--- src/rtl/press_pulse_pkg.sv ---
// Shared types and defaults for the push-button press pulse generator.
package press_pulse_pkg;

    typedef enum logic [1:0] {
        IDLE         = 2'd0,
        PRESS_WAIT   = 2'd1,
        HELD         = 2'd2,
        RELEASE_WAIT = 2'd3
    } state_t;

    localparam int DEF_DEBOUNCE_CYCLES = 500000;
    localparam int DEF_SYNC_STAGES     = 2;
    localparam int DEF_REPEAT_CYCLES   = 25000000;

    // Counter width large enough to hold max(a, b) - 1, never narrower than one bit.
    function automatic int cnt_width(input int a, input int b);
        int m;
        m = (a > b) ? a : b;
        return (m >= 2) ? $clog2(m) : 1;
    endfunction

endpackage

--- src/rtl/press_pulse_gen_sync_chain.sv ---
// STAGES-deep flop chain bringing an asynchronous level into the clk domain.
module sync_chain #(
    parameter int STAGES = 2
) (
    input  logic clk,
    input  logic rst,
    input  logic d,
    output logic q
);

    logic [STAGES-1:0] sync_q;
    logic [STAGES-1:0] sync_d;

    always_comb begin
        sync_d = {sync_q[STAGES-2:0], d};
    end

    always_ff @(posedge clk) begin
        if (rst) sync_q <= '0;
        else     sync_q <= sync_d;
    end

    assign q = sync_q[STAGES-1];

endmodule

--- src/rtl/press_pulse_gen.sv ---
// Synchronise and debounce a player button; one registered trigger pulse per press.
// Optional auto-repeat while held: define PRESS_PULSE_AUTO_REPEAT_EN.
module press_pulse_gen
    import press_pulse_pkg::*;
#(
    parameter int DEBOUNCE_CYCLES = DEF_DEBOUNCE_CYCLES,
    parameter int SYNC_STAGES     = DEF_SYNC_STAGES,
    parameter int REPEAT_CYCLES   = DEF_REPEAT_CYCLES
) (
    input  logic clk,
    input  logic rst,
    input  logic btn_raw,
    input  logic en,
    output logic trigger,
    output logic pressed
);

    localparam int            CW       = cnt_width(DEBOUNCE_CYCLES, REPEAT_CYCLES);
    localparam logic [CW-1:0] DEB_LAST = CW'(DEBOUNCE_CYCLES - 1);

    logic          btn_s;
    state_t        state_q, state_d;
    logic [CW-1:0] cnt_q, cnt_d;
    logic          trigger_q, trigger_d;
    logic          pressed_q, pressed_d;

`ifdef PRESS_PULSE_AUTO_REPEAT_EN
    localparam logic [CW-1:0] REP_LAST = CW'(REPEAT_CYCLES - 1);
    logic [CW-1:0] rcnt_q, rcnt_d;
`endif

    sync_chain #(
        .STAGES (SYNC_STAGES)
    ) u_sync (
        .clk (clk),
        .rst (rst),
        .d   (btn_raw),
        .q   (btn_s)
    );

    always_comb begin
        state_d   = state_q;
        cnt_d     = cnt_q;
        trigger_d = 1'b0;
`ifdef PRESS_PULSE_AUTO_REPEAT_EN
        // Anything other than an uninterrupted HELD cycle restarts the repeat period.
        rcnt_d    = '0;
`endif
        case (state_q)
            IDLE: begin
                if (btn_s) begin
                    state_d = PRESS_WAIT;
                    cnt_d   = '0;
                end
            end
            PRESS_WAIT: begin
                if (!btn_s) begin
                    state_d = IDLE;
                    cnt_d   = '0;
                end else if (cnt_q == DEB_LAST) begin
                    state_d   = HELD;
                    cnt_d     = '0;
                    trigger_d = en;
                end else begin
                    cnt_d = cnt_q + 1'b1;
                end
            end
            HELD: begin
                if (!btn_s) begin
                    state_d = RELEASE_WAIT;
                    cnt_d   = '0;
                end
`ifdef PRESS_PULSE_AUTO_REPEAT_EN
                else if (rcnt_q == REP_LAST) begin
                    trigger_d = en;
                    rcnt_d    = '0;
                end else begin
                    rcnt_d = rcnt_q + 1'b1;
                end
`endif
            end
            RELEASE_WAIT: begin
                if (btn_s) begin
                    state_d = HELD;
                    cnt_d   = '0;
                end else if (cnt_q == DEB_LAST) begin
                    state_d = IDLE;
                    cnt_d   = '0;
                end else begin
                    cnt_d = cnt_q + 1'b1;
                end
            end
            default: begin
                state_d = IDLE;
                cnt_d   = '0;
            end
        endcase
        // Registered level follows the state being entered, so it lines up with trigger.
        pressed_d = (state_d == HELD) || (state_d == RELEASE_WAIT);
    end

    always_ff @(posedge clk) begin
        if (rst) begin
            state_q   <= IDLE;
            cnt_q     <= '0;
            trigger_q <= 1'b0;
            pressed_q <= 1'b0;
`ifdef PRESS_PULSE_AUTO_REPEAT_EN
            rcnt_q    <= '0;
`endif
        end else begin
            state_q   <= state_d;
            cnt_q     <= cnt_d;
            trigger_q <= trigger_d;
            pressed_q <= pressed_d;
`ifdef PRESS_PULSE_AUTO_REPEAT_EN
            rcnt_q    <= rcnt_d;
`endif
        end
    end

    assign trigger = trigger_q;
    assign pressed = pressed_q;

endmodule

--- config.mk ---
export PLATFORM = sky130hd
export DESIGN_NAME = press_pulse_gen
export DESIGN_NICKNAME = d
export VERILOG_FILES = /design/src/rtl/press_pulse_pkg.sv /design/src/rtl/press_pulse_gen_sync_chain.sv /design/src/rtl/press_pulse_gen.sv
export SDC_FILE = /design/constraint.sdc
export NUM_CORES = 1
export LEC_CHECK = 0
export CAP_MARGIN = 40
export CORE_AREA = 2 2 64 66
export CTS_BUF_LIST = sky130_fd_sc_hd__clkbuf_16
export DETAILED_ROUTE_END_ITERATION = 8
export DIE_AREA = 0 0 66 68
export GPL_ROUTABILITY_DRIVEN = 0
export MAX_ROUTING_LAYER = met4
export PLACE_DENSITY = 0.56
export SYNTH_ARGS = -nofsm -noshare
export SYNTH_HDL_FRONTEND = slang
export SYNTH_SLANG_ARGS = --single-unit
--- constraint.sdc ---
create_clock -name clk -period 4.9 [get_ports clk]
set_input_delay 0.735 -clock clk [delete_from_list [all_inputs] [get_ports clk]]
set_output_delay 0.735 -clock clk [all_outputs]
set_load 0.03 [all_outputs]
# Word level (Yosys, flattened, before mapping)
# Index checks and enable logic that the tools add are counted.
# totals
register_bits	31
inputBits	4
output_inout_bits	2
wordCells	34
# classes
add_sub_neg	1
n_eq_ne	8
mux	13
bitwise	3
n_reduce_logical	4
# op_table
op	count
25-bit two-way mux	5
25-bit one-hot mux with 4 select lines	1
25-bit by 1-bit adder with 25-bit output, second input constant	1
25-bit by 19-bit == test with 1-bit output, second input constant	1
2-bit two-way mux	6
2-bit == test, second input constant	4
2-bit one-hot mux with 4 select lines	1
4-bit OR reduction	1
1-bit NOT	3
2-bit by 1-bit == test with 1-bit output, second input constant	1
2-bit zero test	1
2-bit by 1-bit != test with 1-bit output, second input constant	1
2-bit != test, second input constant	1
2-bit AND reduction	1
1-bit logical OR	1

# Logic depth before layout (Yosys ltp)
# depth
depth_word	6
mapped_depth	7

# By module
# A second synthesis with hierarchy kept.
# hier_totals
hier_cells	173
area_unflattened_um2	1485.2
# modules_own_cells
module	n_inst	cells_per_inst	area_each_um2	seq_area_each_um2
press_pulse_gen	1	169	1432.6	560.5
sync_chain	1	4	52.6	40.0

# Worst setup path after synthesis
# Ideal clock, no wire load.
# synth_path
kind	register to register
startpoint	reg cnt_q[9]
endpoint	reg cnt_q[19]
t_arrival_ns	2.190
slack_ns	2.648
path_stages_with_launch	7
period_less_slack_ns	2.252
cell_sequence	dfxtp_1 nand3_2 or4_1 buf_2 or4_4 or4b_1 nand3_1
# synth_via
elab_chain_cells	4
elab_cells_between_ends	6
# synth_rtl
item	line	source
start: declaration	press_pulse_gen.sv:23	logic [CW-1:0] cnt_q, cnt_d;
start signal: assignment	press_pulse_gen.sv:113	cnt_q <= cnt_d;
25-bit by 1-bit adder with 25-bit output / 25-bit by 19-bit == test with 1-bit output (equally long branches)	-	
25-bit two-way mux *	press_pulse_gen.sv:60, press_pulse_gen.sv:86	
25-bit two-way mux, on equally long branches	press_pulse_gen.sv:83, press_pulse_gen.sv:57	
25-bit one-hot mux with 4 select lines *	press_pulse_gen.sv:49	case (state_q)
# Every way passes the cells marked *; elsewhere a longest branch is shown, timed or not.
# A chain may end at the register's enable or synchronous reset.

# Worst setup path in the final report
# Same ends and word-level chain as after synthesis.

==> results_dict.tcl <==
set metrics [dict create \
    hpwl_mm 2.25 \
    antenna_left 0 \
    grt_max_degree 21 \
    place_ws_ns 2.47 \
    startpoint_type "flop" \
    portBuffers 5 \
    clk_latency_ns 0.27 \
    n_antenna_cell 0 \
    die_area_um2 4490 \
    drive_above_1_share_pct 7.26 \
    irDropWorstVdd_mv 0.209 \
    dp.cells 221 \
    critPathRequiredTime_ns 5.11 \
    yosysTopAreaCellShare_pct 41.0 \
    worstHoldStart "u_sync.sync_q[0]" \
    cts_resized 0 \
    period_share_pct 49.7 \
    placed_cell_area_um2 1570 \
    tightest_slew_ns 0.791 \
    synthTopCellsByArea "dfxtp_1 (41%), xnor2_1 (8.4%), nor2_1 (6.9%), nor3_1 (3.8%), nand3_1 (3.4%)" \
    hold_violations 0 \
    wl_met2_mm 1.48 \
    slew_headroom_pct 47.2 \
    stdcell_count 229 \
    ys_ff_latch 30 \
    rows 23 \
    final_cell_area_um2 1710 \
    cts_buffers 5 \
    outcome "finished clean" \
    die_y_um 68 \
    p_leak_nw 0.538 \
    grt_pass1_vias 1256 \
    fin_crit_ns 2.43 \
    ios 6 \
    mostFrequentLayoutCells "dfxtp_1 (30), nor2_1 (27), xnor2_1 (14)" \
    grt.total_usage_pct 17.4 \
    hold_buffers 0 \
    cp_data_arrival_time_ns 2.65 \
    avgSynthCellArea_um2 8.61 \
    crit_path_end_kind "flop" \
    drc 0 \
    p_per_area_nw_per_um2 320 \
    die_w_um 66 \
    dr.pass1.iters 4 \
    clock_skew_ns 0.00494 \
    cts_buffer_depth 2 \
    cts-root-buf "clkbuf_16" \
    num_vias 1237 \
    yosysWarnings 0 \
    clock-sinks 30 \
    crit_path_max_fanout 9 \
    tns_ns 0 \
    netlist_instances 170 \
    core_um2 3860 \
    overflow 0 \
    fin_nets 183 \
    r2r-start "cnt_q[9]" \
    dr_wl_met3_um 151 \
    start_util_pct 38.0 \
    antenna_found_initial 0 \
    rsz0062_at_grt "false" \
    maxSlewViolCount 0 \
    grt_first_pass_wirelength_mm 5.65 \
    syn-cell-area_um2 1460 \
    crit_start "cnt_q[9]" \
    path_class "flop to flop" \
    ys_seq_area_share_pct 41.0 \
    synth_cell_types 41 \
    drt-total-wl_mm 3.18 \
    met1Wirelength_mm 1.53 \
    top_layer_used "met4" \
    cts_setup_buffers 0 \
    layout-area-overhead-vs-synth_pct 16.5 \
    hold_class "flop to flop" \
    worst_slack_ns 2.47 \
    setup_viol 0 \
    cts_tree "built" \
    synth.net_count 175 \
    maxCapViolations 0 \
    vias_per_cell 5.40 \
    clk_pin_slew_worst_paths_ns 0.05 \
    max_freq_mhz 411 \
    drt_iter0_markers 38 \
    layout_commonest_cell "dfxtp_1" \
    post-synth-top-area-cell "dfxtp_1" \
    cts_max_level 2 \
    wl_per_cell_um 13.9 \
]
## cells by family after synthesis
group                    after synthesis  synth area share [%]
AND/OR/NAND/NOR                       99                  38.1
buffers and inverters                  8                  2.14
adder cells (fa/ha/maj)                1                 0.855
flip-flops                            30                  41.0
XOR/XNOR                              19                  11.4
multiplexers                           2                  1.37
AO/OA/AOI/OAI                         11                  5.13
## metrics by stage
step | total power [mW] | hold slack (ns) | util, %
global route | 0.566 | 0.476 | 44.2
CTS | 0.553 | 0.440 | 44.2
finish | 0.546 | 0.441 | 44.2
global placement | 0.266 | 0.429 | 40.5
detailed placement | 0.267 | 0.428 | 40.7
floorplan | 0.260 | 0.414 | -
## routing by layer
metal / vias up / GRT usage (%)
li1: 630 / -
met1: 575 / 20.5
met2: 30 / 28.2
met3: 2 / 5.26
met4: 0 / 6.89
met5: - / -
## cell usage after synthesis, drive strengths merged
| cell | count |
|---|---|
| dfxtp | 30 |
| nor2 | 27 |
| xnor2 | 14 |
| nand2 | 13 |
| nand3 | 11 |
| nor3 | 11 |
| and4 | 5 |
| clkbuf | 5 |
| xor2 | 5 |
| nor4 | 4 |
| nor4b | 4 |
| a21oi | 3 |
| nand4 | 3 |
| nand4b | 3 |
| or4 | 3 |
| or4b | 3 |
| and3 | 2 |
| inv | 2 |
| mux2i | 2 |
| nand3b | 2 |
| nor2b | 2 |
| or2 | 2 |
| a2111oi | 1 |
| a211oi | 1 |
| a22oi | 1 |
| and2 | 1 |
| and3b | 1 |
| buf | 1 |
| ha | 1 |
| nor3b | 1 |
| nor4bb | 1 |
| o211ai | 1 |
| o21ai | 1 |
| o21bai | 1 |
| o31ai | 1 |
| o41ai | 1 |
## worst paths after layout
path | to | slack [ns] | cells past startpoint
worst min-delay path | u_sync.sync_q[1] | 0.44 | 1
worst min register to register | u_sync.sync_q[1] | 0.44 | 1
worst max register to register | cnt_q[19] | 2.47 | 5
worst max-delay path | cnt_q[19] | 2.47 | 5
## sequential cells by signal, indices dropped and copies added (netlist names)
| name | cells |
|---|---|
| trigger | 1 |
| u_sync.sync_q | 2 |
| state_q | 2 |
| cnt_q | 25 |
## cell type report
cell class | instances | area (um^2)
well taps | 50 | 62.6
multi-input cells | 132 | 832
flip-flops and latches | 30 | 601
inverters | 2 | 7.51
repair buffers | 7 | 65.1
clock inverters | 3 | 12.5
fillers | 393 | 2150
clock buffers | 5 | 125
## where the power goes
group | leakage, nW | switching (mW) | internal (mW) | total, mW
logic | 0.224 | 0.0100 | 0.00585 | 0.0159
registers | 0.242 | 0.000713 | 0.245 | 0.246
clock network | 0.0724 | 0.101 | 0.183 | 0.284
total | 0.538 | 0.112 | 0.434 | 0.546
## worst max-delay path: stages, from the launching register on
cell and delay (ns):
dfxtp_1 0.40, nand3_2 0.12, or4_1 0.68, or4_4 0.57, or4b_1 0.51, nand3_1 0.09
Power figures use the tool's default switching activity.
